### src/rtl/alu_pkg.sv
// Shared opcodes, FSM encoding and latency defaults
// for the two-requester ALU arbiter.
package alu_pkg;

  localparam int W_DEF       = 8;
  localparam int MUL_LAT_DEF = 2;
  localparam int DIV_LAT_DEF = 4;

  localparam logic [3:0] OP_SNE  = 4'd0;
  localparam logic [3:0] OP_ADD  = 4'd1;
  localparam logic [3:0] OP_SLT  = 4'd2;
  localparam logic [3:0] OP_NOR  = 4'd3;
  localparam logic [3:0] OP_MIN  = 4'd4;
  localparam logic [3:0] OP_AND  = 4'd5;
  localparam logic [3:0] OP_DIV  = 4'd6;
  localparam logic [3:0] OP_SLTU = 4'd7;
  localparam logic [3:0] OP_SGE  = 4'd8;
  localparam logic [3:0] OP_XNOR = 4'd9;
  localparam logic [3:0] OP_MUL  = 4'd10;

  typedef enum logic [1:0] {
    S_IDLE = 2'd0,
    S_EXEC = 2'd1,
    S_RESP = 2'd2
  } state_t;

  function automatic logic [7:0] op_lat(
    input logic [3:0] op,
    input int         mul_lat,
    input int         div_lat
  );
    if (op == OP_MUL) return 8'(mul_lat);
    if (op == OP_DIV) return 8'(div_lat);
    return 8'd1;
  endfunction

endpackage

### src/rtl/alu_core.sv
// Combinational result datapath: opcode and operands in,
// result, carry and error out.
module alu_core
  import alu_pkg::*;
#(
  parameter int W = W_DEF
) (
  input  logic [3:0]   opcode,
  input  logic [W-1:0] input1,
  input  logic [W-1:0] input2,
  output logic [W-1:0] result,
  output logic         carry,
  output logic         err
);

  logic [W:0]   sum;
  logic [W-1:0] prod;

  assign sum  = {1'b0, input1} + {1'b0, input2};
  assign prod = input1 * input2;

  always_comb begin
    result = '0;
    carry  = 1'b0;
    err    = 1'b0;
    unique case (opcode)
      OP_SNE:  result = W'(input1 != input2);
      OP_ADD: begin
        result = sum[W-1:0];
        carry  = sum[W];
      end
      OP_SLT:  result = W'($signed(input1) < $signed(input2));
      OP_NOR:  result = ~(input1 | input2);
      OP_MIN:  result = (input1 < input2) ? input1 : input2;
      OP_AND:  result = input1 & input2;
      OP_DIV: begin
        if (input2 == '0) err = 1'b1;
        else result = input1 / input2;
      end
      OP_SLTU: result = W'(input1 < input2);
      OP_SGE:  result = W'($signed(input1) >= $signed(input2));
      OP_XNOR: result = ~(input1 ^ input2);
      OP_MUL:  result = prod;
      default: err = 1'b1;
    endcase
  end

endmodule

### src/rtl/alu_req_arbiter.sv
// Round-robin arbiter feeding one shared multi-cycle ALU;
// one operation in flight, response held until consumed.
module alu_req_arbiter
  import alu_pkg::*;
#(
  parameter int W       = W_DEF,
  parameter int MUL_LAT = MUL_LAT_DEF,
  parameter int DIV_LAT = DIV_LAT_DEF
) (
  input  logic         clk,
  input  logic         rst,
  input  logic         req0_valid,
  output logic         req0_ready,
  input  logic [3:0]   req0_opcode,
  input  logic [W-1:0] req0_input1,
  input  logic [W-1:0] req0_input2,
  input  logic         req1_valid,
  output logic         req1_ready,
  input  logic [3:0]   req1_opcode,
  input  logic [W-1:0] req1_input1,
  input  logic [W-1:0] req1_input2,
  output logic         resp_valid,
  input  logic         resp_ready,
  output logic [W-1:0] resp_result,
  output logic         resp_carry,
  output logic         resp_id,
  output logic         resp_err,
  output logic         busy
);

  state_t       state, state_n;
  logic         ptr;
  logic         gnt_any, gnt_id, hs;
  logic [3:0]   sel_op;
  logic [3:0]   op_q;
  logic [W-1:0] a_q, b_q;
  logic         id_q;
  logic [7:0]   cnt;
  logic [W-1:0] res_c;
  logic         carry_c, err_c;

  // Pointer only breaks ties; a lone requester always wins.
  assign gnt_any = req0_valid | req1_valid;
  assign gnt_id  = (req0_valid & req1_valid) ? ptr : req1_valid;
  assign sel_op  = gnt_id ? req1_opcode : req0_opcode;

  assign req0_ready = ~rst & (state == S_IDLE) & gnt_any & ~gnt_id;
  assign req1_ready = ~rst & (state == S_IDLE) & gnt_any & gnt_id;
  assign hs         = req0_ready | req1_ready;

  assign resp_valid = (state == S_RESP);
  assign busy       = (state != S_IDLE);

  alu_core #(.W(W)) u_core (
    .opcode (op_q),
    .input1 (a_q),
    .input2 (b_q),
    .result (res_c),
    .carry  (carry_c),
    .err    (err_c)
  );

  always_comb begin
    state_n = state;
    unique case (state)
      S_IDLE: if (hs) state_n = S_EXEC;
      S_EXEC: if (cnt == 8'd0) state_n = S_RESP;
      S_RESP: if (resp_ready) state_n = S_IDLE;
      default: state_n = S_IDLE;
    endcase
  end

  always_ff @(posedge clk or posedge rst) begin
    if (rst) state <= S_IDLE;
    else state <= state_n;
  end

  always_ff @(posedge clk or posedge rst) begin
    if (rst) begin
      ptr         <= 1'b0;
      op_q        <= '0;
      a_q         <= '0;
      b_q         <= '0;
      id_q        <= 1'b0;
      cnt         <= '0;
      resp_result <= '0;
      resp_carry  <= 1'b0;
      resp_id     <= 1'b0;
      resp_err    <= 1'b0;
    end else begin
      if (hs) begin
        op_q <= sel_op;
        a_q  <= gnt_id ? req1_input1 : req0_input1;
        b_q  <= gnt_id ? req1_input2 : req0_input2;
        id_q <= gnt_id;
        ptr  <= ~gnt_id;
        cnt  <= op_lat(sel_op, MUL_LAT, DIV_LAT) - 8'd1;
      end
      if (state == S_EXEC) begin
        if (cnt != 8'd0) begin
          cnt <= cnt - 8'd1;
        end else begin
          resp_result <= res_c;
          resp_carry  <= carry_c;
          resp_id     <= id_q;
          resp_err    <= err_c;
        end
      end
    end
  end

endmodule
### config.mk
export PLATFORM = sky130hd
export DESIGN_NAME = alu_req_arbiter
export DESIGN_NICKNAME = d
export VERILOG_FILES = /design/src/rtl/alu_pkg.sv /design/src/rtl/alu_core.sv /design/src/rtl/alu_req_arbiter.sv
export SDC_FILE = /design/constraint.sdc
export NUM_CORES = 1
export LEC_CHECK = 0
export BUFFER_PORTS_ARGS = -buffer_cell sky130_fd_sc_hd__buf_4
export CAP_MARGIN = 20
export CELL_PAD_IN_SITES_DETAIL_PLACEMENT = 1
export CELL_PAD_IN_SITES_GLOBAL_PLACEMENT = 1
export CORE_MARGIN = 2
export CORE_UTILIZATION = 30
export DETAILED_ROUTE_END_ITERATION = 8
export GPL_ROUTABILITY_DRIVEN = 0
export GPL_TIMING_DRIVEN = 0
export PLACE_DENSITY_LB_ADDON = 0.1
export SETUP_SLACK_MARGIN = 0.5
export SYNTH_ARGS = -nofsm -noshare
export SYNTH_HDL_FRONTEND = slang
export SYNTH_SLANG_ARGS = --single-unit
### constraint.sdc
create_clock -name clk -period 12.7 [get_ports clk]
set_input_delay 2.54 -clock clk [delete_from_list [all_inputs] [get_ports clk]]
set_output_delay 2.54 -clock clk [all_outputs]
set_load 0.005 [all_outputs]
# ---- Word-level counts from Yosys, hierarchy flattened
# Index checks and enable logic that the tools add are counted.
dict set report word_totals {
  regBits 43
  latchBits 0
  ram_bits 0
  mem_bits_ro 0
  inputBits 45
  out_inout_bits 15
  wordCells 88
  mem_count 0
}
dict set report op_classes {
  addsub 3
  multipliers 1
  div_mod_pow 1
  magnitude_cmp 3
  n_eq_ne 18
  n_shift 0
  n_mux 27
  bitwise 15
  n_reduce_logical 9
}
# operator count
set ops {}
lappend ops {{two-way mux 8 bit} 12}
lappend ops {{case mux 8 bit (11 select lines)} 1}
lappend ops {{equality test 4 x 3 -> 1 bit, second input constant} 5}
lappend ops {{equality test 4 bit, second input constant} 4}
lappend ops {{zero test 8 bit} 2}
lappend ops {{< comparator 8 bit} 2}
lappend ops {{inverter 8 bit} 2}
lappend ops {{subtractor 8 x 1 -> 8 bit, second input constant} 2}
lappend ops {{OR reduction 10 bit} 1}
lappend ops {{adder 8 x 8 -> 9 bit} 1}
lappend ops {{bitwise AND 8 bit} 1}
lappend ops {{divider 8 x 8 -> 8 bit} 1}
lappend ops {{equality test 4 x 2 -> 1 bit, second input constant} 2}
lappend ops {{>= comparator 8 bit} 1}
lappend ops {{multiplier 8 x 8 -> 8 bit} 1}
lappend ops {{two-way mux 1 bit} 8}
lappend ops {{inequality test 8 bit} 1}
lappend ops {{OR 8 bit} 1}
lappend ops {{nonzero test 8 bit} 1}
lappend ops {{bitwise XOR 8 bit} 1}
lappend ops {{two-way mux 2 bit} 3}
lappend ops {{case mux 2 bit (3 select lines)} 1}
lappend ops {{bitwise AND 1 bit} 5}
lappend ops {{equality test 4 x 1 -> 1 bit, second input constant} 1}
lappend ops {{other kinds (13)} 17}

# ---- Logic depth before layout (Yosys ltp)
dict set report logic_depth {
  ltp_word 15
  mapped_depth 50
  depth_no_buf 48
}

# ---- Hierarchy
# Synthesis repeated with hierarchy kept, for this count alone.
dict set report hier_totals {
  cells_unflattened 684
  hier_area_um2 5716.7
}
# module n_inst cells_each area_each_um2 seq_area_each_um2
set modules_own_cells {}
lappend modules_own_cells {alu_core 1 499 3657.3 0.0}
lappend modules_own_cells {alu_req_arbiter 1 185 2059.5 1076.0}

# ---- Worst setup path after synthesis
# Ideal clock, no wire load.
dict set report synth_path {
  kind {reg-to-reg}
  start {reg b_q[0]}
  end {reg resp_result[0]}
  setup_time_ps 131
  arrival_time_ps 10123
  t_required_ps 12569
  setup_slack_ps 2446
  path_stages_with_launch 46
  path_buffers 2
  period_less_slack_ps 10254
  cell_sequence {dfrtp_1 > inv_1 > ha_1 > a41oi_1 > a21oi_1 > ha_1 > o21a_1 > nor2_1 > nor3_1 > mux2_2 > ha_1 > or4_1 > nand4_1 > a21boi_0 > inv_1 > ha_1 > a21boi_0 > o21a_4 > [10 not listed] > a21boi_0 > a31oi_1 > clkbuf_1 > o211ai_1 > nor2b_1 > ha_1 > and3_1 > a221oi_1 > nor2b_1 > o21a_1 > clkbuf_1 > mux2_2 > ha_1 > a21o_1 > a2111oi_0 > nor2_1 > o41ai_1 > nand2_1}
}
dict set report synth_between {
  elab_chain_cells 3
  elab_cells_between_ends 16
  classes_between {1 x add/sub; 1 x mul; 1 x div; 3 x order compare; 1 x eq/ne; 3 x mux; 5 x bitwise; 1 x reduce/logical}
}
# item line_no
set synth_rtl {}
lappend synth_rtl {{start: declaration} alu_req_arbiter.sv:36} ;# logic [W-1:0] a_q, b_q;
lappend synth_rtl {{start signal: assignment} alu_req_arbiter.sv:94} ;# b_q <= gnt_id ? req1_input2 : req0_input2;
lappend synth_rtl {{divider 8 x 8 -> 8 bit (tied with other cells)} alu_core.sv:38} ;# else result = input1 / input2;
lappend synth_rtl {{two-way mux 8 bit (tied with other cells)} alu_core.sv:37} ;# if (input2 == '0) err = 1'b1;
lappend synth_rtl {{case mux 8 bit (11 select lines) *} alu_core.sv:26} ;# unique case (opcode)
lappend synth_rtl {{end signal: assignment} alu_req_arbiter.sv:103} ;# resp_result <= res_c;
lappend synth_rtl {{end: declaration} alu_req_arbiter.sv:24} ;# output logic [W-1:0] resp_result,
# Mark *: on every way between the ends. The rest lies on a longest branch, timed or not.
# A chain may end at the register's enable or synchronous reset.

# ---- Worst setup path in the final report
dict set report layout_path {
  start {reg b_q[7]}
  end {reg resp_result[0]}
}
dict set report layout_between {
  elab_chain_cells 3
  elab_cells_between_ends 9
  classes_between {1 x div; 3 x order compare; 1 x eq/ne; 3 x mux; 1 x reduce/logical}
}
# item line_no
set layout_rtl {}
lappend layout_rtl {{divider 8 x 8 -> 8 bit (tied with other cells)} alu_core.sv:38}
lappend layout_rtl {{two-way mux 8 bit, on equally long branches} {alu_core.sv:37, alu_core.sv:34}}
lappend layout_rtl {{case mux 8 bit (11 select lines) *} alu_core.sv:26}
# Marked as above.

==> summary.md <==
| Metric | Value |
|---|---|
| Number of clock sinks seen by CTS | `43` |
| Proportion of register bits with asynchronous set or reset after synthesis | `100%` |
| Synthesis Warnings | `0` |
| Post-detailed-route via-to-cell ratio | `5.45` |
| Wire length reported by the detailed router | `around 20 mm` |
| Met1 usage in global routing | `between 20 and 30%` |
| Standard cell area after detailed placement | `about 6300 sq um` |
| Clock Latency Late Sink | `between 0.3 and 0.4 ns` |
| Pre-antenna DRT Iters | `5` |
| Layout Skew | `0.0151 ns` |
| Number of I/O pins | `60` |
| Final slew viol count | `0` |
| Launch instance of the worst register-to-register path | `b_q[7]` |
| Antenna Nets Post-Route | `0` |
| Capture point of the worst reg-to-reg path | `resp_result[0]` |
| Layout area overhead | `17.7%` |
| Share of the clock period used by the worst path after layout | `around nine tenths` |
| Met3 Resource Use GR | `about 3.5%` |
| Req. time, crit path | `between 10 and 15 ns` |
| Pin count of the biggest net entering global routing | `38` |
| Number of buffers created by CTS | `5` |
| Worst relative slew slack | `approximately 45%` |
| Path type of the worst setup path | `register to register` |
| Input/output buffers | `59` |
| Mapped Cells | `677` |
| Fin nets | `between 800 and 900` |
| Maximum Capacitance Violations | `0` |
| Max H-tree Level | `2` |
| Initial core utilization | `a little under a third` |
| Clock-pin slew reported for the worst setup and hold paths after clock tree synthesis | `0.07 ns` |
| Die outline height | `about 140 um` |
| Share of cells above drive strength 1 | `between 10% and 20%` |
| Mean post-synth cell area | `roughly 8.3 sq um` |
| Final setup violation count | `0` |
| Via count of the first global-routing pass | `5662` |
| Final non-filler cell area | `roughly 6600 sq um` |
| Minimum clock period after layout | `approximately 12 ns` |
| Sequential-to-total area share from yosys stat | `about a fifth` |
| Hold Crit Class | `register to register` |
| Count of fill cells added during filler insertion | `approximately 2200` |
| Startpoint class of the critical path | `register` |
| Worst-path maximum fanout | `10` |
| Synthesized flop and latch total | `43` |
| Longest individual stage delay on the worst path | `~0.54 ns` |
| Routing layer with the top usage in global route | `met2` |
| CTS hold repair buffers | `0` |
| Antenna violations before repair | `0` |
| Most common cell type on the critical path | `ha_1` |
| Number of enable-type register cells in the synthesized netlist | `0` |
| Actual slew at the worst max-slew pin | `between 0.8 and 0.9 ns` |
| Syn_nets | `roughly 820` |
| Detailed placement HPWL | `roughly 16 mm` |
| Avg WL per Cell | `between 20 and 25 um` |
| Worst Setup End Kind | `register` |
| Run status | `completed` |
| Global route overflow | `0` |
| Cells on Worst Hold Path | `1` |
| Die span in x | `141 um` |
| Clock tree from TritonCTS | `built` |
| Distinct cell type count of the synthesized netlist | `74` |
| Initial DRC Count | `285` |
| Launch instance of the worst min-delay path | `id_q` |
| Wire length of the first global-routing pass | `31.9 mm` |
| Hold Crit Endpoint | `id_q` |
| Least setup slack across all paths after layout | `approximately 1.1 ns` |
| Global Route met2 Usage | `between 30% and 40%` |
| Synth Cell Area | `~5600 sq um` |
| Ant. Diodes | `0` |
| Number of vias after detailed routing | `~5300` |
| FMAX | `about 86 MHz` |
| Total GRT Usage | `between 20% and 30%` |
| Setup repair after global routing missed its margin | `false` |
| Worst setup timing slack at the placement stage | `-0.121 ns` |
| Number of DRC violations after detailed routing | `0` |
| Final Hold Vio Count | `0` |
| Rows | `49` |
| Cell with the biggest individual delay on the critical path | `or4_1` |
| Worst-case clock buffer depth | `2` |
| Root Buffer Master | `clkbuf_16` |
| Floorplan die area | `about 20000 sq um` |
| Register-to-Register Setup Slack | `1.14 ns` |
| Area of the core | `between 15000 and 20000 sq um` |
| Most used flip-flop cell after synthesis | `dfrtp_1` |
| Reg2Reg Depth | `45` |
| Arrival time at the worst endpoint | `11.74 ns` |
-- kinds of logic (layout without fill, tap and decap cells) --
logic type,count (synthesis),after routing,share of synthesized area (%)
fa+ha+maj,94,94,22.7
buf+inv,80,151,5.54
compound gates,182,182,21.4
flops,43,43,19.2
simple gates,203,203,17.7
mux,40,40,7.49
xor+xnor,35,35,5.97
-- synthesized netlist by cell type (all sizes together) (4+ instances only) --
cell type | count | area share (%)
a21boi | 4 | 0.54
a21o | 12 | 1.6
a21oi | 43 | 3.9
a22o | 7 | 1.1
a22oi | 8 | 1.1
a2bb2oi | 4 | 0.63
and3 | 4 | 0.45
clkbuf | 26 | 1.8
dfrtp | 43 | 19
fa | 13 | 4.6
ha | 81 | 18
inv | 52 | 3.5
mux2 | 12 | 2.5
mux2i | 28 | 5.0
nand2 | 58 | 3.9
nand2b | 8 | 0.89
nand3 | 5 | 0.45
nand3b | 5 | 0.67
nor2 | 66 | 4.6
nor2b | 12 | 1.3
nor3 | 21 | 2.0
o211ai | 11 | 1.5
o21a | 10 | 1.5
o21ai | 47 | 4.3
o22ai | 4 | 0.45
o41ai | 5 | 0.78
xnor2 | 22 | 3.4
xor2 | 11 | 1.7
-- worst max-delay path: cells and delay by family, from the launching register on --
| family | cells | cell delay, ns |
|---|---|---|
| AOI/OAI and AO/OA | 18 | 4.19 |
| and+or+nand+nor | 12 | 2.32 |
| adders and majority gates | 7 | 2.25 |
| muxes | 4 | 1.42 |
| buffers and inverters | 4 | 0.87 |
| DFF | 1 | 0.37 |
-- metal layers --
layer  part of all wire, %  vias up
li1                      -     2549
met1                    47     2648
met2                    47      107
met3                   4.3       22
met4                   1.9        0
met5                     0        -
-- how the worst max path moves through the flow --
stage | startpoint | endpoint | slack [ns] | cells after the start
after floorplan | b_q[0] | resp_result[0] | 2.45 | 45
after global placement | b_q[0] | resp_result[0] | 0.10 | 45
after detailed placement | b_q[0] | resp_result[0] | -0.12 | 45
after CTS | b_q[7] | resp_result[0] | 0.53 | 45
after global routing | b_q[7] | resp_result[0] | 0.46 | 48
final | b_q[7] | resp_result[0] | 1.14 | 45
-- layout make-up --
cell class	instances	area, sq um	area share, %
clock inverter	3	46.3	0.703
tap	229	287	4.35
inverter	52	199	3.02
clock buffer	5	125	1.90
multi-input combinational	554	4250	64.5
sequential	43	1080	16.4
timing repair buffer	63	485	7.37
buffer	28	119	1.80
-- through the flow --
| step | hold WS [ns] | instances | utilization [%] | setup TNS (ns) |
|---|---|---|---|---|
| global route | 0.520 | 977 | 36.3 | 0 |
| detailed placement | 0.464 | 966 | 35.0 | -0.121 |
| CTS | 0.480 | 975 | 36.0 | 0 |
| finish | 0.473 | 977 | 36.3 | 0 |
| global placement | 0.458 | 965 | 34.9 | 0 |
| floorplan | 0.446 | 677 | - | 0 |
-- state kept, by name, indices dropped and copies added (netlist names) --
register     count
resp_result      8
ptr              1
cnt              8
a_q              8
state            2
resp_err         1
resp_carry       1
resp_id          1
op_q             4
b_q              8
id_q             1
-- cell usage in the layout, fill, tap and decap left out, drive strengths merged, types with 3 or more instances in the layout --
| cell | Yosys | final |
|---|---|---|
| ha | 81 | 81 |
| nor2 | 66 | 66 |
| buf | 2 | 66 |
| nand2 | 58 | 58 |
| inv | 52 | 52 |
| o21ai | 47 | 47 |
| a21oi | 43 | 43 |
| dfrtp | 43 | 43 |
| clkbuf | 26 | 30 |
| mux2i | 28 | 28 |
| xnor2 | 22 | 22 |
| nor3 | 21 | 21 |
| fa | 13 | 13 |
| nor2b | 12 | 12 |
| a21o | 12 | 12 |
| mux2 | 12 | 12 |
| o211ai | 11 | 11 |
| xor2 | 11 | 11 |
| o21a | 10 | 10 |
| nand2b | 8 | 8 |
| a22oi | 8 | 8 |
| a22o | 7 | 7 |
| nand3 | 5 | 5 |
| nand3b | 5 | 5 |
| o41ai | 5 | 5 |
| and3 | 4 | 4 |
| a2bb2oi | 4 | 4 |
| o22ai | 4 | 4 |
| a21boi | 4 | 4 |
| or2 | 3 | 3 |
| nor3b | 3 | 3 |
| o31ai | 3 | 3 |
| o221ai | 3 | 3 |
| or3 | 3 | 3 |
| a221oi | 3 | 3 |
-- timing repair --
item,CTS,global route
gates cloned,0,0
setup endpoints to repair,1,1
buffers inserted,1,2
pin swaps,0,2
gates resized for setup,5,12
Power is left out: the tool's default activity adds up to more than one toggle a clock period on the data nets, which glitch-free logic cannot reach.
